**config.mk**
```make
export PLATFORM = sky130hd
export DESIGN_NAME = bf_oet_relax_array
export DESIGN_NICKNAME = d
export VERILOG_FILES = /design/src/rtl/bf_pkg.sv /design/src/rtl/bf_cx_cell.sv /design/src/rtl/bf_oet_relax_array.sv
export SDC_FILE = /design/constraint.sdc
export NUM_CORES = 1
export LEC_CHECK = 0
export CORE_AREA = 2 2 253 255
export DETAILED_ROUTE_END_ITERATION = 6
export DIE_AREA = 0 0 255 257
export PLACE_DENSITY = 0.74
export SYNTH_ARGS = -nofsm -noshare
export SYNTH_HDL_FRONTEND = slang
export SYNTH_SLANG_ARGS = --single-unit
```
**constraint.sdc**
```tcl
create_clock -name clk -period 27.3 [get_ports clk]
set_input_delay 6.825 -clock clk [delete_from_list [all_inputs] [get_ports clk]]
set_output_delay 6.825 -clock clk [all_outputs]
set_load 0.005 [all_outputs]
```
**src/rtl/bf_pkg.sv**
```systemverilog
// rtl/bf_pkg.sv - shared types for the odd-even transposition relaxation array
package bf_pkg;

  typedef enum logic [1:0] {
    IDLE = 2'd0,
    RUN  = 2'd1,
    DONE = 2'd2
  } state_t;

  typedef enum logic {
    EVEN = 1'b0,
    ODD  = 1'b1
  } parity_t;

endpackage

```
**src/rtl/bf_cx_cell.sv**
```systemverilog
// rtl/bf_cx_cell.sv - combinational compare-exchange of two (dist, tag) pairs
module bf_cx_cell #(
  parameter int W  = 32,
  parameter int TW = 8
) (
  input  logic          en,
  input  logic [W-1:0]  a_dist,
  input  logic [TW-1:0] a_tag,
  input  logic [W-1:0]  b_dist,
  input  logic [TW-1:0] b_tag,
  output logic [W-1:0]  lo_dist,
  output logic [TW-1:0] lo_tag,
  output logic [W-1:0]  hi_dist,
  output logic [TW-1:0] hi_tag,
  output logic          xchg
);

  // strict compare keeps equal keys in place, which makes the sort stable
  assign xchg    = en && (a_dist > b_dist);
  assign lo_dist = xchg ? b_dist : a_dist;
  assign lo_tag  = xchg ? b_tag  : a_tag;
  assign hi_dist = xchg ? a_dist : b_dist;
  assign hi_tag  = xchg ? a_tag  : b_tag;

endmodule

```
**src/rtl/bf_oet_relax_array.sv**
```systemverilog
// rtl/bf_oet_relax_array.sv - N-lane odd-even transposition sorter with early exit and abort
module bf_oet_relax_array
  import bf_pkg::*;
#(
  parameter int N  = 8,
  parameter int W  = 32,
  parameter int TW = 8,
  parameter int CW = $clog2(N+1)
) (
  input  logic            clk,
  input  logic            rst_global,
  input  logic            start,
  input  logic            abort,
  input  logic [N*W-1:0]  din_dist,
  input  logic [N*TW-1:0] din_tag,
  output logic            ready,
  output logic            busy,
  output logic            done,
  output logic            early_exit,
  output logic [CW-1:0]   phase_count,
  output logic [N*W-1:0]  dout_dist,
  output logic [N*TW-1:0] dout_tag
);

  state_t        r_state, w_state_nxt;
  parity_t       r_parity;
  logic          r_quiet;
  logic          r_done;
  logic          r_early;
  logic [CW-1:0] r_pc;
  logic [W-1:0]  r_dist [N];
  logic [TW-1:0] r_tag  [N];

  logic [W-1:0]  w_ev_dist [N];
  logic [TW-1:0] w_ev_tag  [N];
  logic [W-1:0]  w_od_dist [N];
  logic [TW-1:0] w_od_tag  [N];
  logic [N/2-1:0] w_ev_x;
  logic [N/2-1:0] w_od_x;
  logic          w_ev_en, w_od_en;
  logic          w_quiet_now;
  logic [CW-1:0] w_pc_nxt;
  logic          w_exit;
  logic          w_load, w_step, w_finish;

  assign w_ev_en = (r_parity == EVEN);
  assign w_od_en = (r_parity == ODD);

  genvar g;
  generate
    for (g = 0; g < N/2; g++) begin : g_even
      bf_cx_cell #(.W(W), .TW(TW)) u_cx (
        .en      (w_ev_en),
        .a_dist  (r_dist[2*g]),
        .a_tag   (r_tag[2*g]),
        .b_dist  (r_dist[2*g+1]),
        .b_tag   (r_tag[2*g+1]),
        .lo_dist (w_ev_dist[2*g]),
        .lo_tag  (w_ev_tag[2*g]),
        .hi_dist (w_ev_dist[2*g+1]),
        .hi_tag  (w_ev_tag[2*g+1]),
        .xchg    (w_ev_x[g])
      );
    end

    for (g = 0; g < N/2-1; g++) begin : g_odd
      bf_cx_cell #(.W(W), .TW(TW)) u_cx (
        .en      (w_od_en),
        .a_dist  (r_dist[2*g+1]),
        .a_tag   (r_tag[2*g+1]),
        .b_dist  (r_dist[2*g+2]),
        .b_tag   (r_tag[2*g+2]),
        .lo_dist (w_od_dist[2*g+1]),
        .lo_tag  (w_od_tag[2*g+1]),
        .hi_dist (w_od_dist[2*g+2]),
        .hi_tag  (w_od_tag[2*g+2]),
        .xchg    (w_od_x[g])
      );
    end

    // end lanes sit out the odd phase; the spare flag bit keeps N=2 legal
    assign w_od_dist[0]   = r_dist[0];
    assign w_od_tag[0]    = r_tag[0];
    assign w_od_dist[N-1] = r_dist[N-1];
    assign w_od_tag[N-1]  = r_tag[N-1];
    assign w_od_x[N/2-1]  = 1'b0;

    for (g = 0; g < N; g++) begin : g_out
      assign dout_dist[g*W +: W]   = r_dist[g];
      assign dout_tag[g*TW +: TW]  = r_tag[g];
    end
  endgenerate

  assign w_quiet_now = ~(|w_ev_x | |w_od_x);
  assign w_pc_nxt    = r_pc + CW'(1);
  assign w_exit      = (w_quiet_now && r_quiet && (w_pc_nxt >= CW'(2))) ||
                       (w_pc_nxt == CW'(N));

  always_comb begin
    w_state_nxt = r_state;
    w_load      = 1'b0;
    w_step      = 1'b0;
    w_finish    = 1'b0;
    case (r_state)
      IDLE, DONE: begin
        if (abort) begin
          w_state_nxt = IDLE;
        end else if (start) begin
          w_load      = 1'b1;
          w_state_nxt = RUN;
        end
      end
      RUN: begin
        if (abort) begin
          w_state_nxt = IDLE;
        end else begin
          w_step = 1'b1;
          if (w_exit) begin
            w_finish    = 1'b1;
            w_state_nxt = DONE;
          end
        end
      end
      default: w_state_nxt = IDLE;
    endcase
  end

  always_ff @(posedge clk or posedge rst_global) begin
    if (rst_global) r_state <= IDLE;
    else            r_state <= w_state_nxt;
  end

  always_ff @(posedge clk or posedge rst_global) begin
    if (rst_global) begin
      r_parity <= EVEN;
      r_quiet  <= 1'b0;
      r_done   <= 1'b0;
      r_early  <= 1'b0;
      r_pc     <= '0;
      for (int i = 0; i < N; i++) begin
        r_dist[i] <= '0;
        r_tag[i]  <= '0;
      end
    end else begin
      r_done <= w_finish;
      if (w_load) begin
        r_parity <= EVEN;
        r_quiet  <= 1'b0;
        r_early  <= 1'b0;
        r_pc     <= '0;
        for (int i = 0; i < N; i++) begin
          r_dist[i] <= din_dist[i*W +: W];
          r_tag[i]  <= din_tag[i*TW +: TW];
        end
      end else if (w_step) begin
        r_parity <= (r_parity == EVEN) ? ODD : EVEN;
        r_quiet  <= w_quiet_now;
        r_pc     <= w_pc_nxt;
        if (w_exit) r_early <= (w_pc_nxt != CW'(N));
        for (int i = 0; i < N; i++) begin
          r_dist[i] <= w_ev_en ? w_ev_dist[i] : w_od_dist[i];
          r_tag[i]  <= w_ev_en ? w_ev_tag[i]  : w_od_tag[i];
        end
      end
    end
  end

  assign ready       = (r_state != RUN);
  assign busy        = (r_state == RUN);
  assign done        = r_done;
  assign early_exit  = r_early;
  assign phase_count = r_pc;

endmodule
```
After elaboration in Yosys (flattened, before gate mapping)
Index checks and enable logic that the tools add are counted.
- register bits after elaboration: 330
- output and inout bits: 328
- add/sub/neg operators: 1
- $lt $le $gt $ge: 8
- equal/unequal tests: 11
- multiplexer cells: 71
- bitwise gates (word level): 3
- reduce and logical (&&, ||, !) cells: 32
- operators by type and width (kind ; count):
    32-bit 2-to-1 mux ; 22
    256-bit 2-to-1 mux ; 2
    32-bit > comparator ; 7
    8-bit 2-to-1 mux ; 22
    64-bit 2-to-1 mux ; 2
    3-bit AND reduction ; 8
    1-bit 2-to-1 mux ; 16
    3-bit nonzero test ; 4
    1-bit logical AND ; 9
    3-bit by 1-bit inequality test with 1-bit output (second input constant) ; 3
    2-bit 2-to-1 mux ; 4
    4-bit 2-to-1 mux ; 2
    2-bit nonzero test ; 4
    4-bit by 1-bit adder with 4-bit output (second input constant) ; 1
    4-bit == test (second input constant) ; 1
    4-bit by 2-bit greater-or-equal comparator with 1-bit output (second input constant) ; 1
    2-bit by 1-bit inequality test with 1-bit output (second input constant) ; 2
    4-bit inequality test (second input constant) ; 1
    2-bit case mux with 2 select lines ; 1
    2-bit AND reduction ; 2
    4-bit OR reduction ; 1
    3-bit by 2-bit inequality test with 1-bit output (second input constant) ; 1
    3-bit inequality test (second input constant) ; 1
    3-bit OR reduction ; 1
    other kinds (7) ; 8

Longest topological paths before layout
- depth in word-level cells: 11
- depth in mapped cells: 13

Cells and area by module
Synthesis repeated with hierarchy kept, for this count alone.
- cells, all modules: 3329
- area, all modules: 30704.4 µm²
- by module, submodules not included (module ; instances ; cells each ; area an instance (µm²)):
    bf_oet_relax_array ; 1 ; 1887 ; 17978.5
    bf_cx_cell ; 7 ; 206 ; 1818.0

Worst setup path before layout
Ideal clock, no wire load.
- path kind: input port to flip-flop
- from: in abort
- to: reg r_tag, in the netlist dout_tag[31]
- library setup time: 128 ps
- data arrival time: 8319 ps
- required time: 27172 ps
- path slack: 18853 ps
- stages on the path: 7
- cell sequence: nor2_1 -> and2_1 -> clkbuf_1 -> clkbuf_1 -> clkbuf_1 -> o21ai_0 -> mux2_1
- longest elaborated chain between the ends: 4
- elaborated cells between the ends (all ways): 9
- classes of those cells: eq/ne: 1; mux: 5; reduce/logical: 3
- ends and longest elaborated chain (item ; RTL line ; text):
    start: declaration ; bf_oet_relax_array.sv:13 ; input logic abort,
    1-bit 2-to-1 mux, on equally long branches ; bf_oet_relax_array.sv:106, bf_oet_relax_array.sv:114 ;
    1-bit 2-to-1 mux ; bf_oet_relax_array.sv:104 ; case (r_state)
    3-bit by 1-bit inequality test with 1-bit output (no source line) (tied with other cells) ; n/a ;
    3-bit AND reduction (no source line) ; n/a ;
    end signal: indexed assignment ; bf_oet_relax_array.sv:153 ; r_tag[i] <= din_tag[i*TW +: TW];
    end signal: indexed assignment ; bf_oet_relax_array.sv:162 ; r_tag[i] <= w_ev_en ? w_ev_tag[i] : w_od_tag[i];
    end: declaration ; bf_oet_relax_array.sv:32 ; logic [TW-1:0] r_tag [N];
Parallel ways exist; a longest one is shown, timed or not.
A chain may end at the register's enable or synchronous reset.

Final worst setup path
- from: in abort
- to: reg r_dist, in the netlist dout_dist[174]
- longest elaborated chain between the ends: 4
- elaborated cells between the ends (all ways): 9
- classes of those cells: eq/ne: 1; mux: 5; reduce/logical: 3
- ends and longest elaborated chain (item ; RTL line ; text):
    1-bit 2-to-1 mux, on equally long branches ; bf_oet_relax_array.sv:106, bf_oet_relax_array.sv:114 ;
    1-bit 2-to-1 mux ; bf_oet_relax_array.sv:104 ;
    3-bit by 1-bit inequality test with 1-bit output (no source line) (tied with other cells) ; n/a ;
    3-bit AND reduction (no source line) ; n/a ;
    end signal: indexed assignment ; bf_oet_relax_array.sv:152 ; r_dist[i] <= din_dist[i*W +: W];
    end signal: indexed assignment ; bf_oet_relax_array.sv:161 ; r_dist[i] <= w_ev_en ? w_ev_dist[i] : w_od_dist[i];
    end: declaration ; bf_oet_relax_array.sv:31 ; logic [W-1:0] r_dist [N];
Parallel ways exist; a longest one is shown, timed or not.

==> impl_metrics.toml <==
[flow_run]
maxCapViolations = 0

[sta]
fin_worst_skew_ns = 0.01448
timing.max_slew.rel_slack_pct = 21.12
tns_ns = 0
drv_slew = 0
final_hold_viol_count = 0
finalSetupViolCount = 0
fin_crit_sh_pct = 38.75
rsz_0062_raised_after_global_routing = "false"
fmaxAchievable_mhz = 94.53
layout_min_cycle_time_ns = 10.58
timing_worst_slew_pin_value_ns = 1.172

[clock_tree]
clock_tree.htree_level_count = 2
root_buffer = "clkbuf_16"
cts_made_buffers = 41
clock_tree.buffer_depth = 3
clkTransAtPathRegs_ns = 0.06
numClockSinks = 330
cts_resized = 0
cts.hold.buffers_added = 0
post-cts-setup-buffer-count = 0
tritoncts = "built"
clk_lat_worst_skew_ns = 0.56

[worst_hold_path]
min_path_type = "reg2reg"

[final_layout]
commonest_cells_after_routing_fill_and_taps_aside = "651 x clkdlybuf4s50_1, 368 x mux2i_1, 329 x dfrtp_1"
area_delta_synth_final_pct = 36.83
layout.filler_cells = 5901
final_common_cell = "clkdlybuf4s50_1"
layout-drive-gt1-share_pct = 3.430
finish.net_count = 3792
final_core_util_pct = 50.28

[yosys]
syn_nets = 3223
synth.cell_area_um2 = 23050
synthDistinctLibCells = 52
top_area_cell_type_share_of_the_netlist_area_pct = 35.82
count_of_flip_flops_with_a_built_in_enable_after_synthesis = 0
ys_ff_latch = 330
synthesis.yosys.warnings = 0
cell_type_contributing_the_most_total_cell_area_after_synthesis = "dfrtp_1"
part_of_the_yosys_area_used_for_sequential_elements_pct = 35.82
post_synth.cell_area_avg_um2 = 8.624
netlist_top_cells_area = "dfrtp_1 36%, mux2i_1 16%, ha_1 12%, a21oi_1 6.8%, nand2_1 5.2%"
synth_top_flop_cell = "dfrtp_1"
synthCells = 2673
share_of_async_settable_or_async_resettable_flops_after_synthesis_pct = 100.0

[power_and_ir_drop]
leakage_nw = 13.97
power.sequential.fraction_pct = 31.5
power_frac_clock_pct = 14.2
cell_internal_pwr_w = 0.002114
power.combinational.fraction_pct = 54.3
power_density_nw_per_um2 = 122.0
p_sw_share_pct = 45.08
switching_power_total_w = 0.001735
irDropWorstVdd_mv = 0.06501
power_after_layout_w = 0.003849

[floorplan]
placeableCoreArea_um2 = 62740
core.rowCount = 92
design.portCount = 652
die_height_um = 257
chipWidth_um = 255
floorplan.initialDensity_pct = 36.74
floorplan.die_area_um2 = 65540

[routing]
drc = 0
drt_first_pass_iters = 5
detail_route.iter0.violations = 1544
total_wire_length_after_detailed_routing_um = 93250
final_antenna_net_count = 0
routed_len_inst_um = 22.63
via_count = 22290
viasPerCell = 5.411

[worst_setup_path]
critical_path.endpoint_type = "flop"
worst-endpoint-arrival_ns = 10.98
critical_path.cell_chain = "clkdlybuf4s50_1 > nor2_1 > and2_4 > buf_4 > buf_4 > buf_4 > nor2_1 > a21oi_1 > mux2i_1"
critical_path.most_common_cell = "buf_4"
path_class = "in2reg"
timing.critical_path.from_type = "input port"
critical_path.slowest_cell = "buf_4"
required_ns = 27.70
timing.critical_path.fanout_max = 96
slowest_delay_ns = 0.85

[global_route]
grt_start_max_net_pins = 158
track_usage_pct = 27.67
antenna_found_initial = 19
final_global_route_overflow_total = 0
first_global_vias = 21480
grt_pass1_wl_um = 136800

[placement]
hpwl_um = 71270
gp_congestion = 0.9185
io_buffer_count = 651

[status]
run_status = "complete, no violations"
==> cell type report <==
| class | instances | area [µm²] | area share (%) |
|---|---|---|---|
| flip-flops and latches | 330 | 8262 | 26.19 |
| inverters | 230 | 870.8 | 2.761 |
| well taps | 846 | 1059 | 3.356 |
| clock inverters | 5 | 77.57 | 0.2460 |
| repair buffers | 673 | 6694 | 21.22 |
| multi-input cells | 1966 | 13350 | 42.34 |
| diodes | 9 | 22.52 | 0.07141 |
| clock buffers | 61 | 1201 | 3.808 |
==> worst max-delay path: cells and delay by family <==
family,cells,cell delay [ns]
AND/OR/NAND/NOR,3,0.89
AO/OA/AOI/OAI,1,0.18
multiplexers,1,0.12
buffers and inverters,4,2.84
==> kinds of logic (layout without fill, tap and decap cells) <==
group	Yosys count	in the layout	synth area share, %
AO/OA/AOI/OAI	613	613	14.85
XOR/XNOR	2	2	0.07601
adder cells (fa/ha/maj)	226	226	12.27
buffers and inverters	377	969	6.476
flip-flops	330	330	35.82
multiplexers	400	400	17.54
other	0	9	0
AND/OR/NAND/NOR	725	725	12.97
==> path summary, 6_finish.rpt <==
kind                              startpoint             end  slack (ns)  cells after the start
worst max-delay path                   abort  dout_dist[174]       16.72                      9
worst min-delay path            dout_tag[63]    dout_tag[63]        0.51                      2
worst max register to register      r_parity    dout_tag[43]       22.55                      7
worst min register to register  dout_tag[63]    dout_tag[63]        0.51                      2
max in group asynchronous         rst_global  dout_dist[138]       18.96                      3
min in group asynchronous         rst_global   dout_dist[21]        6.81                      2
==> cells in the mapped netlist (4+ instances only) <==
cell / number
a211oi_1: 6
a21boi_0: 4
a21o_1: 13
a21oi_1: 313
a221o_1: 6
a22oi_1: 32
a31oi_1: 45
a41oi_1: 5
and2_1: 4
and4_1: 5
buf_1: 11
buf_2: 23
buf_4: 7
clkbuf_1: 103
dfrtp_1: 330
ha_1: 226
inv_1: 230
mux2_1: 12
mux2_2: 20
mux2i_1: 368
nand2_1: 319
nand3_1: 28
nand4_1: 42
nor2_1: 290
nor2b_1: 8
nor3_1: 7
nor4_1: 10
o211ai_1: 10
o21ai_0: 146
o21ai_1: 12
==> registers in the layout, summed over array words and instances, names as in the netlist <==
register     count
r_quiet          1
dout_tag        64
r_parity         1
r_state          2
early_exit       1
done             1
dout_dist      256
phase_count      4
==> power by group through the flow <==
stage / clock, W / combinational, W / sequential, W
after detailed placement: 0 / 0.00207 / 0.00122
after global routing: 0.000573 / 0.00234 / 0.00124
after floorplan: 0 / 0.00121 / 0.000993
after CTS: 0.000554 / 0.00209 / 0.00122
final: 0.000545 / 0.00209 / 0.00121
after global placement: 0 / 0.00201 / 0.00122
==> metrics by stage <==
| step | cells | setup slack, ns | area, µm² | hold slack, ns |
|---|---|---|---|---|
| finish | 4120 | 16.72 | 31540 | 0.5147 |
| detailed placement | 4045 | 16.16 | 30240 | 0.5012 |
| global placement | 4045 | 16.27 | 30240 | 0.4910 |
| floorplan | 2673 | 11.34 | 23050 | 0.4708 |
| global route | 4118 | 16.39 | 31540 | 0.5434 |
| CTS | 4111 | 16.74 | 31520 | 0.5145 |
==> routing by layer <==
layer  global-route usage (%)  wire [µm]
met5                        0         98
met2                    46.82      44840
met3                    6.727       7435
met4                    11.47       3783
met1                    33.41      37100
No activity file was read; power rests on OpenSTA's default activity.
